<file path="config.mk">
export PLATFORM = sky130hd
export DESIGN_NAME = a25_wishbone_arb
export DESIGN_NICKNAME = d
export VERILOG_FILES = /design/src/rtl/a25_wishbone_pkg.sv /design/src/rtl/a25_wishbone_prio_enc.sv /design/src/rtl/a25_wishbone_arb.sv
export SDC_FILE = /design/constraint.sdc
export NUM_CORES = 1
export LEC_CHECK = 0
export CORE_AREA = 2 2 379 381
export DETAILED_ROUTE_END_ITERATION = 16
export DIE_AREA = 0 0 381 383
export GPL_TIMING_DRIVEN = 0
export PLACE_DENSITY_LB_ADDON = 0.2
export SYNTH_ARGS = -nofsm -noshare
export SYNTH_HDL_FRONTEND = slang
export SYNTH_HIERARCHICAL = 1
export SYNTH_SLANG_ARGS = --single-unit
export TNS_END_PERCENT = 20
</file>
<file path="constraint.sdc">
create_clock -name i_clk -period 1.8 [get_ports i_clk]
set_clock_uncertainty 0.05 [all_clocks]
set_input_delay 0.36 -clock i_clk [delete_from_list [all_inputs] [get_ports i_clk]]
set_output_delay 0.36 -clock i_clk [all_outputs]
set_load 0.05 [all_outputs]
</file>
<file path="src/rtl/a25_wishbone_pkg.sv">
// Shared definitions for the Amber-style Wishbone port arbiter: state encoding,
// port indices and bus width defaults.
package a25_wishbone_pkg;

    localparam int DEF_WB_DWIDTH = 128;
    localparam int DEF_WB_SWIDTH = 16;
    localparam int DEF_N_PORTS   = 3;
    localparam int ADR_WIDTH     = 32;

    localparam logic [1:0] PORT_DUNCACHED = 2'd0;
    localparam logic [1:0] PORT_DCACHED   = 2'd1;
    localparam logic [1:0] PORT_ICACHE    = 2'd2;

    typedef enum logic [1:0] {
        IDLE     = 2'd0,
        WB_WRITE = 2'd1,
        WB_READ  = 2'd2
    } wb_state_e;

    function automatic logic [2:0] port_onehot(input logic [1:0] idx);
        logic [2:0] oh;
        oh = 3'b000;
        case (idx)
            PORT_DUNCACHED: oh = 3'b001;
            PORT_DCACHED:   oh = 3'b010;
            PORT_ICACHE:    oh = 3'b100;
            default:        oh = 3'b000;
        endcase
        return oh;
    endfunction

endpackage

</file>
<file path="src/rtl/a25_wishbone_prio_enc.sv">
// Fixed-priority encoder over the three request lines; bit 0 wins.
// Produces the one-hot grant, its index and an any-request flag.
module a25_wishbone_prio_enc
    import a25_wishbone_pkg::*;
(
    input  logic [2:0] req,
    output logic [2:0] grant,
    output logic [1:0] idx,
    output logic       any
);

    // Lowest-numbered requester takes the grant.
    always_comb begin
        grant = 3'b000;
        idx   = PORT_DUNCACHED;
        any   = 1'b0;
        if (req[0]) begin
            grant = 3'b001;
            idx   = PORT_DUNCACHED;
            any   = 1'b1;
        end else if (req[1]) begin
            grant = 3'b010;
            idx   = PORT_DCACHED;
            any   = 1'b1;
        end else if (req[2]) begin
            grant = 3'b100;
            idx   = PORT_ICACHE;
            any   = 1'b1;
        end else begin
            grant = 3'b000;
            idx   = PORT_DUNCACHED;
            any   = 1'b0;
        end
    end

endmodule

</file>
<file path="src/rtl/a25_wishbone_arb.sv">
// Fixed-priority arbiter for the three core port buffers driving one Wishbone B3
// classic master; grants in IDLE, runs one bus cycle, returns read data to the granted port.
module a25_wishbone_arb
    import a25_wishbone_pkg::*;
#(
    parameter int WB_DWIDTH = DEF_WB_DWIDTH,
    parameter int WB_SWIDTH = DEF_WB_SWIDTH,
    parameter int N_PORTS   = DEF_N_PORTS
) (
    input  logic                           i_clk,
    input  logic                           i_rst_n,
    input  logic [N_PORTS-1:0]             i_valid,
    input  logic [N_PORTS-1:0]             i_write,
    input  logic [N_PORTS*WB_DWIDTH-1:0]   i_wdata,
    input  logic [N_PORTS*WB_SWIDTH-1:0]   i_be,
    input  logic [N_PORTS*ADR_WIDTH-1:0]   i_addr,
    output logic [N_PORTS-1:0]             o_accepted,
    output logic [WB_DWIDTH-1:0]           o_rdata,
    output logic [N_PORTS-1:0]             o_rdata_valid,
    output logic [ADR_WIDTH-1:0]           o_wb_adr,
    output logic [WB_SWIDTH-1:0]           o_wb_sel,
    output logic                           o_wb_we,
    output logic [WB_DWIDTH-1:0]           o_wb_dat,
    output logic                           o_wb_cyc,
    output logic                           o_wb_stb,
    input  logic [WB_DWIDTH-1:0]           i_wb_dat,
    input  logic                           i_wb_ack,
    input  logic                           i_wb_err,
    output logic                           o_bus_err
);

    wb_state_e              state_r;
    wb_state_e              next_state_s;
    logic [2:0]             enc_grant_s;
    logic [1:0]             enc_idx_s;
    logic                   enc_any_s;
    logic [1:0]             grant_r;
    logic                   grant_s;
    logic                   done_s;
    logic [N_PORTS-1:0]     accepted_s;

    logic                   sel_write_s;
    logic [ADR_WIDTH-1:0]   sel_addr_s;
    logic [WB_DWIDTH-1:0]   sel_wdata_s;
    logic [WB_SWIDTH-1:0]   sel_be_s;

    logic [ADR_WIDTH-1:0]   wb_adr_r;
    logic [WB_SWIDTH-1:0]   wb_sel_r;
    logic                   wb_we_r;
    logic [WB_DWIDTH-1:0]   wb_dat_r;
    logic                   wb_cyc_r;
    logic                   wb_stb_r;
    logic [WB_DWIDTH-1:0]   rdata_r;
    logic [N_PORTS-1:0]     rdata_valid_r;
    logic                   bus_err_r;

    a25_wishbone_prio_enc u_prio_enc (
        .req   (i_valid),
        .grant (enc_grant_s),
        .idx   (enc_idx_s),
        .any   (enc_any_s)
    );

    // Route the winning port's request fields to the bus latch.
    always_comb begin
        sel_write_s = 1'b0;
        sel_addr_s  = {ADR_WIDTH{1'b0}};
        sel_wdata_s = {WB_DWIDTH{1'b0}};
        sel_be_s    = {WB_SWIDTH{1'b0}};
        case (enc_idx_s)
            PORT_DUNCACHED: begin
                sel_write_s = i_write[PORT_DUNCACHED];
                sel_addr_s  = i_addr[0 +: ADR_WIDTH];
                sel_wdata_s = i_wdata[0 +: WB_DWIDTH];
                sel_be_s    = i_be[0 +: WB_SWIDTH];
            end
            PORT_DCACHED: begin
                sel_write_s = i_write[PORT_DCACHED];
                sel_addr_s  = i_addr[ADR_WIDTH +: ADR_WIDTH];
                sel_wdata_s = i_wdata[WB_DWIDTH +: WB_DWIDTH];
                sel_be_s    = i_be[WB_SWIDTH +: WB_SWIDTH];
            end
            PORT_ICACHE: begin
                sel_write_s = i_write[PORT_ICACHE];
                sel_addr_s  = i_addr[2*ADR_WIDTH +: ADR_WIDTH];
                sel_wdata_s = i_wdata[2*WB_DWIDTH +: WB_DWIDTH];
                sel_be_s    = i_be[2*WB_SWIDTH +: WB_SWIDTH];
            end
            default: sel_write_s = 1'b0;
        endcase
    end

    // Next-state logic; the grant pulse is combinational so buffers can pop this cycle.
    always_comb begin
        next_state_s = state_r;
        accepted_s   = {N_PORTS{1'b0}};
        grant_s      = 1'b0;
        done_s       = 1'b0;
        case (state_r)
            IDLE: begin
                if (enc_any_s) begin
                    grant_s      = 1'b1;
                    accepted_s   = enc_grant_s;
                    next_state_s = sel_write_s ? WB_WRITE : WB_READ;
                end else begin
                    next_state_s = IDLE;
                end
            end
            WB_WRITE, WB_READ: begin
                if (i_wb_ack || i_wb_err) begin
                    done_s       = 1'b1;
                    next_state_s = IDLE;
                end else begin
                    next_state_s = state_r;
                end
            end
            default: next_state_s = IDLE;
        endcase
    end

    // State register.
    always_ff @(posedge i_clk or negedge i_rst_n) begin
        if (!i_rst_n) begin
            state_r <= IDLE;
        end else begin
            state_r <= next_state_s;
        end
    end

    // Bus-side registers: latched at grant, held until ack/err ends the cycle.
    always_ff @(posedge i_clk or negedge i_rst_n) begin
        if (!i_rst_n) begin
            wb_adr_r <= {ADR_WIDTH{1'b0}};
            wb_sel_r <= {WB_SWIDTH{1'b0}};
            wb_we_r  <= 1'b0;
            wb_dat_r <= {WB_DWIDTH{1'b0}};
            wb_cyc_r <= 1'b0;
            wb_stb_r <= 1'b0;
            grant_r  <= PORT_DUNCACHED;
        end else if (grant_s) begin
            wb_adr_r <= sel_addr_s;
            wb_sel_r <= sel_be_s;
            wb_we_r  <= sel_write_s;
            wb_dat_r <= sel_wdata_s;
            wb_cyc_r <= 1'b1;
            wb_stb_r <= 1'b1;
            grant_r  <= enc_idx_s;
        end else if (done_s) begin
            wb_cyc_r <= 1'b0;
            wb_stb_r <= 1'b0;
        end
    end

    // Port-side response: read data with a one-cycle valid, and the sticky error flag.
    always_ff @(posedge i_clk or negedge i_rst_n) begin
        if (!i_rst_n) begin
            rdata_r       <= {WB_DWIDTH{1'b0}};
            rdata_valid_r <= {N_PORTS{1'b0}};
            bus_err_r     <= 1'b0;
        end else begin
            rdata_valid_r <= {N_PORTS{1'b0}};
            if (done_s && (state_r == WB_READ)) begin
                rdata_r       <= i_wb_dat;
                rdata_valid_r <= port_onehot(grant_r);
            end
            if (done_s && i_wb_err) begin
                bus_err_r <= 1'b1;
            end
        end
    end

    assign o_accepted    = accepted_s;
    assign o_rdata       = rdata_r;
    assign o_rdata_valid = rdata_valid_r;
    assign o_wb_adr      = wb_adr_r;
    assign o_wb_sel      = wb_sel_r;
    assign o_wb_we       = wb_we_r;
    assign o_wb_dat      = wb_dat_r;
    assign o_wb_cyc      = wb_cyc_r;
    assign o_wb_stb      = wb_stb_r;
    assign o_bus_err     = bus_err_r;

endmodule
</file>
==> results.toml, run 1 <==
[yosys]
ys_ff_latch = 314
synthSimpleGateAreaFrac_pct = 5.222
synth_compound_area_share_pct = 16.45
synth-seq-area-share_pct = 52.06
synth_top_family_by_area = "multiplexers"
avgSynthCellArea_um2 = 11.63
synthTopCellsByArea = "dfrtp_1 52%, mux2i_1 12%, a2bb2oi_1 10%"
synth_top_cell_by_area = "dfrtp_1"
ys.flop_type = "dfrtp_1"
synth_fa_ha_area_share_pct = 0.1658
synthCells = 1298
synth-edff-count = 0
yosysUniqueCellTypes = 30
yosys-top-cells-count = "314 x dfrtp_1, 186 x nand2_1, 177 x mux2i_1"
synthXorXnorAreaFrac_pct = 0
yosysTopAreaCellShare_pct = 52.06
synth_mux_area_share_pct = 21.36
synth_warnings = 6
yosysMostFrequentCell = "dfrtp_1"
synth_area_um2 = 15090
synthesis.nets = 1966
synthArstFlopShare_pct = 100.0

[worst_setup_path]
endpoint_kind = "output port"
cp-startpoint = "state_r[0]"
crit_fanout = 5
worstRegToRegCells = 6
required_ps = 1390
crit_arrival_ps = 1660
reg2reg_slack_ps = -60
cp_top_family = "flip-flops"
start_kind = "register"
reg2reg_from = "state_r[1]"
r2r_end = "o_rdata[78]"
path_cells = "inv_2 -> ha_4 -> and3_4 -> buf_8"
cp_slowest_cell = "dfrtp_1"
cpPeakStageDelay_ps = 390
critPathBufInv = 2
crit_end = "o_accepted[1]"
crit_type = "register to output port"
crit_cells = 4

[die]
initial_core_util_pct = 10.61
fp-row-count = 139
io_pins = 980
die_x_um = 381
core_um2 = 142300
die_h_um = 383
die_area_um2 = 145900

[status]
violations = "negative setup slack"
status = "complete, but fails checks"

[clock_tree]
cts-root-buf = "clkbuf_16"
cts_max_level = 2
worstSkewPairLatency_ps = 610
cts_made_buffers = 47
cts_tree = "yes"
cts.sinks = 314
clkTransAtPathRegs_ps = 60
cts_buffer_depth = 3

[timing]
hold_violations = 0
tightest_slew_ps = 677.4
max_freq_mhz = 483.8
grt_setup_unrepaired = "true"
final.setup.tns_ps = -6942
whs_ps = 217.5
relSlewSlack_pct = 54.84
post-route-period-util_pct = 114.8
setup_slack_ps = -267.1
final_max_slew_viol_count = 0
setup-violations-final = 127
period_needed_ps = 2067

[place]
io_buffers = 979
place_hpwl_um = 83090
gp_congestion = 0.8111

[drt]
wire_per_inst_um = 23.59
wl_um = 101100
drc_errors = 0
drt-pass1-iter-count = 4
avgViaCountPerCell = 3.425
vias = 14680
drtAntennaViolNets = 0
first_iter_violations = 503

[grt]
first_global_vias = 15920
grt_use_total_pct = 13.38
antenna_found_initial = 12
grt_pass1_wl_um = 134800
grt_overflow = 0
grt_max_degree = 96

[cells_and_area]
finalNetCount = 3012
drive_gt1_share_pct = 27.35
syn2layout_area_growth_pct = 91.29

[pwr]
power_leakage_uw = 0.01188
power_switching_uw = 26680
power_density_nw_per_um2 = 1766
sw_frac_of_total_pct = 52.33
ir_worst_vdd_uv = 793.7
p_total_uw = 50980
p_comb_share_pct = 56.8
p_seq_share_pct = 24.3
p_int_uw = 24300
clkPwrFrac_pct = 18.9

[worst_hold_path]
hold_class = "primary input to async pin"

[run]
cap_violations = 0
power by group through the flow:
stage               clock network [uW]  registers [uW]  logic [uW]
global route                     10400           12800       30500
finish                            9650           12400       29000
detailed placement                   0           12500       31600
CTS                              10200           12300       29800
floorplan                            0           24200        5990
global placement                     0           12500       31600
final cells by class:
| class | count | area (um^2) |
|---|---|---|
| fill | 15820 | 113400 |
| tap | 1903 | 2381 |
| clock inverter | 24 | 287.8 |
| inverter | 2 | 7.507 |
| antenna | 4 | 10.01 |
| sequential | 314 | 7859 |
| multi-input combinational | 865 | 7088 |
| timing repair buffer | 999 | 8852 |
| buffer | 115 | 1089 |
| clock buffer | 61 | 1300 |
cells by family (layout without fill, tap and decap cells):
kind of cell / count (synthesis) / in the layout
compound gates: 358 / 358
flops: 314 / 314
mux: 306 / 306
simple gates: 199 / 199
buf+inv: 119 / 1201
fa+ha+maj: 2 / 2
other cells: 0 / 4
how the worst min path moves through the flow:
stage	startpoint	endpoint	slack [ps]	cells after the start
2_1_floorplan	i_rst_n	grant_r[0]	10	0
5_1_grt	i_rst_n	o_rdata[100]	190	2
3_3_place_gp	o_bus_err	o_bus_err	400	1
3_5_place_dp	i_rst_n	o_rdata[100]	260	1
4_1_cts	i_rst_n	o_rdata[100]	160	2
6_report	i_rst_n	o_rdata[100]	220	2
metrics by stage:
step	instances	worst slack (ps)	util, %	area (um^2)
2_1_floorplan	1298	41.76	-	15090
3_3_place_gp	4180	-16440	19.17	27270
3_5_place_dp	4183	-2081	19.23	27360
4_1_cts	4281	-331.5	20.64	29360
5_1_grt	4285	-352.9	20.29	28870
6_report	4287	-267.1	20.30	28870
routing by layer:
metal / track usage, % / wire length [um] / vias to the layer above
met3: 4.135 / 7981 / 96
met5: 0 / 57 / -
met4: 3.177 / 2312 / 8
met1: 16.04 / 40990 / 7142
li1: - / - / 6829
met2: 23.20 / 49800 / 607
registers in the layout (all words and copies together), names as in the netlist:
register	count
o_rdata	128
o_wb_dat	128
o_wb_adr	32
o_wb_sel	16
o_rdata_valid	3
grant_r	2
state_r	2
o_bus_err	1
o_wb_stb	1
o_wb_we	1
cell usage in the layout (no fill, tap or decap), drive strengths merged, types with 14 or more instances in the layout:
cell and instances:
clkinv 14, dfrtp 314, dlygate4sd2 44, mux2i 177, clkdlybuf4s15 17, o21ai 177
buf 150, mux2 129, clkdlybuf4s50 661, clkbuf 299, nand2 186, a2bb2oi 176
repair_timing:
action / in CTS / in global routing
pin swaps: 4 / 4
setup buffers: 12 / 2
gates cloned: 1 / 1
hold buffers: 1 / 0
hold endpoints to repair: 46 / 0
gates resized for setup: 716 / 517
setup endpoints to repair: 603 / 643
Note: power is estimated with default switching activity, not from simulation.
==> run 2, diff against run 1 <==
--- a/config.mk
+++ b/config.mk
@@ -5,11 +5,13 @@
 export SDC_FILE = /design/constraint.sdc
 export NUM_CORES = 1
 export LEC_CHECK = 0
+export ABC_CLOCK_PERIOD_IN_PS = 1800
 export CORE_AREA = 2 2 379 381
 export DETAILED_ROUTE_END_ITERATION = 16
 export DIE_AREA = 0 0 381 383
 export GPL_TIMING_DRIVEN = 0
 export PLACE_DENSITY_LB_ADDON = 0.2
+export RECOVER_POWER = 50
 export SYNTH_ARGS = -nofsm -noshare
 export SYNTH_HDL_FRONTEND = slang
 export SYNTH_HIERARCHICAL = 1
==> results of run 2 <==
Same layout as run 1: the final DEF is identical, and so are final timing and power.
==> run 3, diff against run 2 <==
--- a/config.mk
+++ b/config.mk
@@ -6,10 +6,13 @@
 export NUM_CORES = 1
 export LEC_CHECK = 0
 export ABC_CLOCK_PERIOD_IN_PS = 1800
-export CORE_AREA = 2 2 379 381
+export CELL_PAD_IN_SITES_DETAIL_PLACEMENT = 0
+export CELL_PAD_IN_SITES_GLOBAL_PLACEMENT = 1
+export CORE_AREA = 2 2 383 385
 export DETAILED_ROUTE_END_ITERATION = 16
-export DIE_AREA = 0 0 381 383
+export DIE_AREA = 0 0 385 387
 export GPL_TIMING_DRIVEN = 0
+export MAX_ROUTING_LAYER = met4
 export PLACE_DENSITY_LB_ADDON = 0.2
 export RECOVER_POWER = 50
 export SYNTH_ARGS = -nofsm -noshare
==> run 3 against run 2 <==
  * The flow still finishes with violations (negative setup slack)
  * Die area is 2.1% higher
  * Sequential share of layout area hardly changed
  * Setup slack gained 48 ps
  * Utilization decreased by 0.37 points
  * Maximum frequency rose by 2.4%
  * Cell count about the same
  * Combinational power is essentially flat
  * Register-to-register slack lost 130 ps
  * Final area is essentially flat
  * Clock power shrank 5.7%
  * First-iteration DRC count fell by 24%
  * Power is 0.58% lower
  * Critical path type unchanged
  * Largest power group unchanged
==> results.toml, run 3 (synthesis gave the netlist of run 1 again) <==
[drt]
highest_layer = "met4"
wl_um = 102300
dr_wl_met2_um = 52650
avgViaCountPerCell = 3.463
drt-pass1-iter-count = 5
drc_errors = 0
met1Wirelength_um = 41570
first_iter_violations = 380
wire_per_inst_um = 23.86
drtAntennaViolNets = 0
vias = 14850
wl_met3_um = 5955

[grt]
grt_use_total_pct = 13.60
antenna_found_initial = 10
first_global_vias = 16350
grt_overflow = 0
grt_max_degree = 110
grt_pass1_wl_um = 136500

[worst_setup_path]
cp_top_family = "flip-flops"
critPathBufInv = 2
path_cells = "inv_2 -> ha_4 -> and3_4 -> buf_12"
cpPeakStageDelay_ps = 380
crit_arrival_ps = 1610
cp_slowest_cell = "dfrtp_1"
crit_type = "register to output port"
reg2reg_slack_ps = -190
crit_fanout = 5
required_ps = 1390
start_kind = "register"
endpoint_kind = "output port"

[timing]
setup_slack_ps = -219.2
tightest_slew_ps = 1078
max_freq_mhz = 495.2
setup-violations-final = 158
grt_setup_unrepaired = "true"
final.setup.tns_ps = -16150
relSlewSlack_pct = 28.15
period_needed_ps = 2019
post-route-period-util_pct = 112.2
hold_violations = 0
final_max_slew_viol_count = 0

[clock_tree]
cts-root-buf = "clkbuf_16"
cts.sinks = 314
cts_buffer_depth = 3
cts_tree = "yes"
cts_max_level = 2
worstSkewPairLatency_ps = 600
cts_made_buffers = 46
clkTransAtPathRegs_ps = 50

[pwr]
power_leakage_uw = 0.01191
ir_worst_vdd_uv = 578.3
power_density_nw_per_um2 = 1756

[cells_and_area]
final_cell_mix = "661 x clkdlybuf4s50_1, 310 x dfrtp_1, 206 x clkbuf_2"
layout_commonest_cell = "clkdlybuf4s50_1"
drive_gt1_share_pct = 29.64
fin_cells = 4289
post-route-util_pct = 19.92
finalNetCount = 3003
fillCellCount = 15870
syn2layout_area_growth_pct = 91.19

[die]
die_area_um2 = 149000
io_pins = 980
die_h_um = 387
die_x_um = 385
fp-row-count = 140
initial_core_util_pct = 10.42
core_um2 = 144900

[worst_hold_path]
hold_class = "primary input to async pin"

[status]
status = "complete, but fails checks"
violations = "negative setup slack"

[place]
post-place-ws_ps = -2095
io_buffers = 979
gp_congestion = 0.8405
place_hpwl_um = 85080
placed_cells = 4197

[run]
cap_violations = 0
-- run 3: changes by cell type in the layout (fill, tap and decap cells not counted), moves of 13 or more --
| cell | previous run | this run |
|---|---|---|
| buf_4 | 49 | 27 |
| mux2i_1 | 158 | 141 |
| buf_2 | 49 | 104 |
| clkbuf_4 | 12 | 25 |
| mux2i_2 | 9 | 22 |
| mux2_4 | 0 | 28 |
| clkdlybuf4s15_2 | 16 | 0 |
| dlygate4sd2_1 | 44 | 1 |
| mux2_2 | 109 | 81 |
-- run 3: area by class of cell --
class,instances,area (um^2),share of cell area (%)
timing repair buffer,991,8536,29.58
sequential,314,7863,27.24
multi-input combinational,865,7410,25.68
tap,1917,2399,8.311
clock buffer,63,1295,4.487
buffer,115,1156,4.006
clock inverter,15,176.4,0.6113
antenna,7,17.52,0.06070
inverter,2,7.507,0.02601
-- run 3: worst reg2reg max path, stage by stage (launching register included) --
cell and delay (ps):
dfrtp_1 350, inv_2 60, buf_4 120, ha_2 190, o211ai_4 110, buf_4 390, buf_12 240, mux2_2 350
-- run 3: final timing paths --
check / from / end / cells past startpoint
min in group i_clk: i_wb_dat[118] / o_rdata[118] / 2
max reg2reg: state_r[0] / o_rdata[55] / 7
max: state_r[0] / o_accepted[0] / 4
max in group asynchronous: i_rst_n / o_wb_sel[8] / 4
min reg2reg: o_bus_err / o_bus_err / 1
min: i_rst_n / o_rdata[54] / 2
-- run 3: per-stage QoR --
step	area (um^2)	hold slack, ps	power (uW)
floorplan	15090	14.41	30160
finish	28860	154.5	50690
CTS	29030	116.8	51900
global placement	27290	398.6	43930
global route	28860	129.6	53490
detailed placement	27380	218.7	44040
-- run 3: routing by layer --
layer	GRT usage (%)	up-vias
li1	-	6825
met3	3.241	89
met1	15.41	7413
met5	-	-
met2	24.07	526
met4	2.898	0
-- run 3: what timing repair did --
item                        CTS  global route
resized for setup          1054           532
gates cloned                  2             0
hold buffers                  1             0
setup endpoints to repair   603           455
setup buffers                 6             0
hold endpoints to repair     95             0
pin swaps                     6             2
-- run 3: where the power goes --
group          internal, uW  leakage, uW  switching, uW
Combinational          8220      0.00735          20800
Clock                  5330     0.000726           3780
Sequential            10500      0.00383           2020
Total                 24100       0.0119          26600
==> variant 1, RTL diff (settings of run 1) <==
`DEF_WB_SWIDTH`: 16 -> 14.
--- a/src/rtl/a25_wishbone_pkg.sv
+++ b/src/rtl/a25_wishbone_pkg.sv
@@ -3,7 +3,7 @@
 package a25_wishbone_pkg;
 
     localparam int DEF_WB_DWIDTH = 128;
-    localparam int DEF_WB_SWIDTH = 16;
+    localparam int DEF_WB_SWIDTH = 14;
     localparam int DEF_N_PORTS   = 3;
     localparam int ADR_WIDTH     = 32;
 
Ports: changed (resized i_be and o_wb_sel); port bits go from 980 to 972. The function was not compared with the original's and may differ.
==> variant 1 against run 1 <==
- the run ends with negative hold slack, negative setup slack left
- utilization rose by 0.064 points
- maximum frequency rose by 4.8%
- cell area rose by 0.32%
- synthesized area rose by 2.7%
- sequential cell count fell by 2
- critical path depth did not move
- routed wire length fell by 4.3%
- setup slack improved by 94 ps
- via count fell by 1.6%
- combinational power rose by 2%
- synthesized cell count fell by 0.85%
- first-iteration DRC count fell by 3.0%
- sequential share of layout area fell by 0.26 points
- power fell by 0.52%
- critical path type unchanged
==> variant 1: results (changes against run 1) <==
| Metric | Value |
|---|---|
| WHS | -280 ps (-498 ps) |
| Vias | 14500 (-1.6%) |
| Fin worst setup slack | -173 ps (+94.3 ps) |
| Fin. Hold Viols | 87 (+87) |
| R2R Setup Slk | 40 ps (+100 ps) |
| Top area cells in the synthesized netlist | dfrtp_1 50%, mux2i_1 11%, a2bb2oi_1 9.8% |
| Multi-input combinational cell count | 857 (-0.92%) |
| Worst R2R End | o_rdata[121] |
| Post-CTS setup repair buffer count | 11 (-1) |
| GRT Total Usage | 0.127 (-0.00666) |
| Reg2reg start | state_r[0] |
| Failing checks | negative hold slack, negative setup slack |
| Initial antenna violation count | 22 (+10) |
| Num CTS Buffers | 43 (-8.5%) |
| Final net count | 2985 (-0.90%) |
| GRT met2 Usage | 0.218 (-0.0139) |
| Netlist cell types | 29 (-3.3%) |
| Clock buffer count | 60 (-1.6%) |
| Largest net degree at the start of global routing | 90 (-6.3%) |
| Post-DR vias/cell | 3.39 (-0.90%) |
| Outcome | finished with violations |
| Setup violators final | 7 (-94%) |
| Post-DP HPWL | 78.6 mm (-5.5%) |
| First-pass GRT wire length | 130 mm (-3.6%) |
| Sequential cell area share | 0.270 (-0.00259) |
variant 1: cell count changes in the layout (fill, tap and decap cells not counted), sizes merged, moves of 5 or more:
| cell | delta |
|---|---|
| clkdlybuf4s15 | -13 |
| buf | +93 |
| clkinv | -5 |
| dlygate4sd2 | -43 |
| clkdlybuf4s50 | -6 |
| clkbuf | -40 |
variant 1: cells by family after synthesis:
group,after synthesis,share of synthesized area
AOI/OAI and AO/OA,354,0.158
DFF,312,0.504
muxes,304,0.228
and+or+nand+nor,197,0.0504
buffers and inverters,118,0.0579
adders and majority gates,2,0.00161
variant 1: worst max-delay path by stage:
stage / start / end / slack [ps] / cells after the start
after floorplan: i_valid[1] / o_wb_dat[108] / 60 / 8
after global placement: i_rst_n / o_rdata[110] / -16240 / 1
after detailed placement: i_valid[1] / o_wb_dat[96] / -2170 / 8
after CTS: state_r[1] / o_accepted[2] / -230 / 4
after global routing: state_r[0] / o_accepted[2] / -250 / 4
final: state_r[0] / o_accepted[2] / -170 / 4
==> variant 2, RTL diff (flow settings as in run 1) <==
Without the edit above. Register the output `o_bus_err` once more; this adds one clock of latency there. The other outputs are not delayed to match.
--- a/src/rtl/a25_wishbone_arb.sv
+++ b/src/rtl/a25_wishbone_arb.sv
@@ -178,6 +178,8 @@
     assign o_wb_dat      = wb_dat_r;
     assign o_wb_cyc      = wb_cyc_r;
     assign o_wb_stb      = wb_stb_r;
-    assign o_bus_err     = bus_err_r;
+    always_ff @(posedge i_clk) begin
+        o_bus_err <= bus_err_r;
+    end
 
 endmodule
Formal check against the unedited RTL: not equivalent (a bounded check fails within 4 cycles, from zero or initial values and one cycle with i_rst_n low).
==> variant 2 against run 1 <==
- the flow still finishes with violations (negative setup slack)
- sequential cell count grew 1
- via count grew 1.7%
- cell area up 3.6%
- register-to-register slack worse by 130 ps
- setup slack improved by 80 ps
- synthesized area is 0.13% higher
- critical path type is now register to register
- power is 1.3% higher
- clock power down 8.9%
- routed wire length grew 5.0%
==> variant 2: results (changes against run 1) <==
| Metric | Value |
|---|---|
| Max IR drop VDD | 625 uV (-21%) |
| First-pass GRT wire length | 138 mm (+2.4%) |
| Initial antenna violation count | 21 (+9) |
| Crit-path leading delay family | buffers and inverters |
| CTS Sinks | 315 (+0.32%) |
| M1 GR Usage | 0.170 (+0.00918) |
| Worst-Skew Late Latency | 620 ps |
| GRT Total Usage | 0.138 (+0.00396) |
| Layout cell share with drive strength beyond 1 | 0.328 (+0.0543) |
| Syn_nets | 1967 (+0.051%) |
| Dpl ws | -2380 ps (-296 ps) |
| Drt drc | 0 (unchanged) |
| DR iter-0 viols | 566 (+13%) |
| GRT met2 Usage | 0.231 (-0.000875) |
| Netlist cell types | 31 (+3.3%) |
| Sequential area share after synthesis | 0.521 (+0.000635) |
| Gate Count Post-Synth | 1299 (+0.077%) |
| Sw frac | 0.522 (-0.00182) |
| Post-DR vias/cell | 3.47 (+1.3%) |
| Pwr/cell area | 1730 mW/mm^2 (-2.3%) |
| Fill cells | 15700 (-0.67%) |
| Post-DP HPWL | 85.7 mm (+3.2%) |
| Num CTS Buffers | 44 (-6.4%) |
| LEAKAGE | 12.6 nW (+5.7%) |
| Fin worst setup slack | -187 ps (+80.1 ps) |
| Post-Place Cell Area | 0.0274 mm^2 (+0.13%) |
| Comb pwr share | 0.589 (+0.021) |
| Worst Setup EP | o_rdata[94] |
| Depth of the worst register-to-register path | 10 (+4) |
| Placer Congestion | 0.827 (+1.9%) |
| Fmax | 0.503 GHz (+4.0%) |
| Clock-cell share | 0.0470 (-0.00801) |
| Number of global-route vias before repair | 15900 (+0.094%) |
| Worst-Margin Slew | 684 ps (+7.07 ps) |
| Setup violators final | 109 (-14%) |
| Met3 GRT Util | 0.0418 (+0.000440) |
| Worst Path Arrival | 2420 ps (+760 ps) |
| Largest net degree at the start of global routing | 98 (+2.1%) |
| Routed len/inst | 24.7 um (+4.5%) |
| Setup TNS | -11090 ps (-4150 ps) |
| Top area cells in the synthesized netlist | dfrtp_1 52%, mux2i_1 12%, a2bb2oi_1 10% |
| Clock buffer count | 65 (+6.6%) |
| Sequential cell area share | 0.263 (-0.00872) |
| # placed instances | 4185 (+0.048%) |
| Failing checks | negative setup slack |
| WHS | 217 ps (-0.976 ps) |
| CP max stage delay | 350 ps (-40 ps) |
| Final net count | 3035 (+0.76%) |
| Multi-input combinational cell count | 865 (unchanged) |
| Routed length on met1 | 44.4 mm (+8.2%) |
| I/O Buffers | 979 (unchanged) |
| Finished Cell Area | 0.0299 mm^2 (+3.6%) |
| Routed wl met2 | 51.7 mm (+3.8%) |
| Multi-input logic area | 0.00797 mm^2 (+12%) |
| Non-clock buffers | 1139 (+2.2%) |
| N_diodes | 2 (-2) |
| Outcome | finished with violations |
| Vias | 14900 (+1.7%) |
variant 2: cell count changes after synthesis:
cell and delta:
dfxtp_1 +1
variant 2: timing repair:
| item | 4_1_cts | 5_1_grt |
|---|---|---|
| gates cloned | 3 | 8 |
| pin swaps | 13 | 11 |
| setup buffers | 17 | 13 |
| gates resized for setup | 1008 | 677 |
| endpoints found under the hold margin | 57 | 0 |
| setup endpoints to repair | 621 | 597 |
| hold buffers | 1 | 0 |
variant 2: cell families (layout without fill, tap and decap cells):
group | count (synthesis) | after routing | share of synthesized area
AOI/OAI and AO/OA | 358 | 358 | 0.164
buffers and inverters | 119 | 1221 | 0.0474
and+or+nand+nor | 199 | 199 | 0.0522
muxes | 306 | 306 | 0.213
adders and majority gates | 2 | 2 | 0.00166
other | 0 | 2 | 0
DFF | 315 | 315 | 0.521
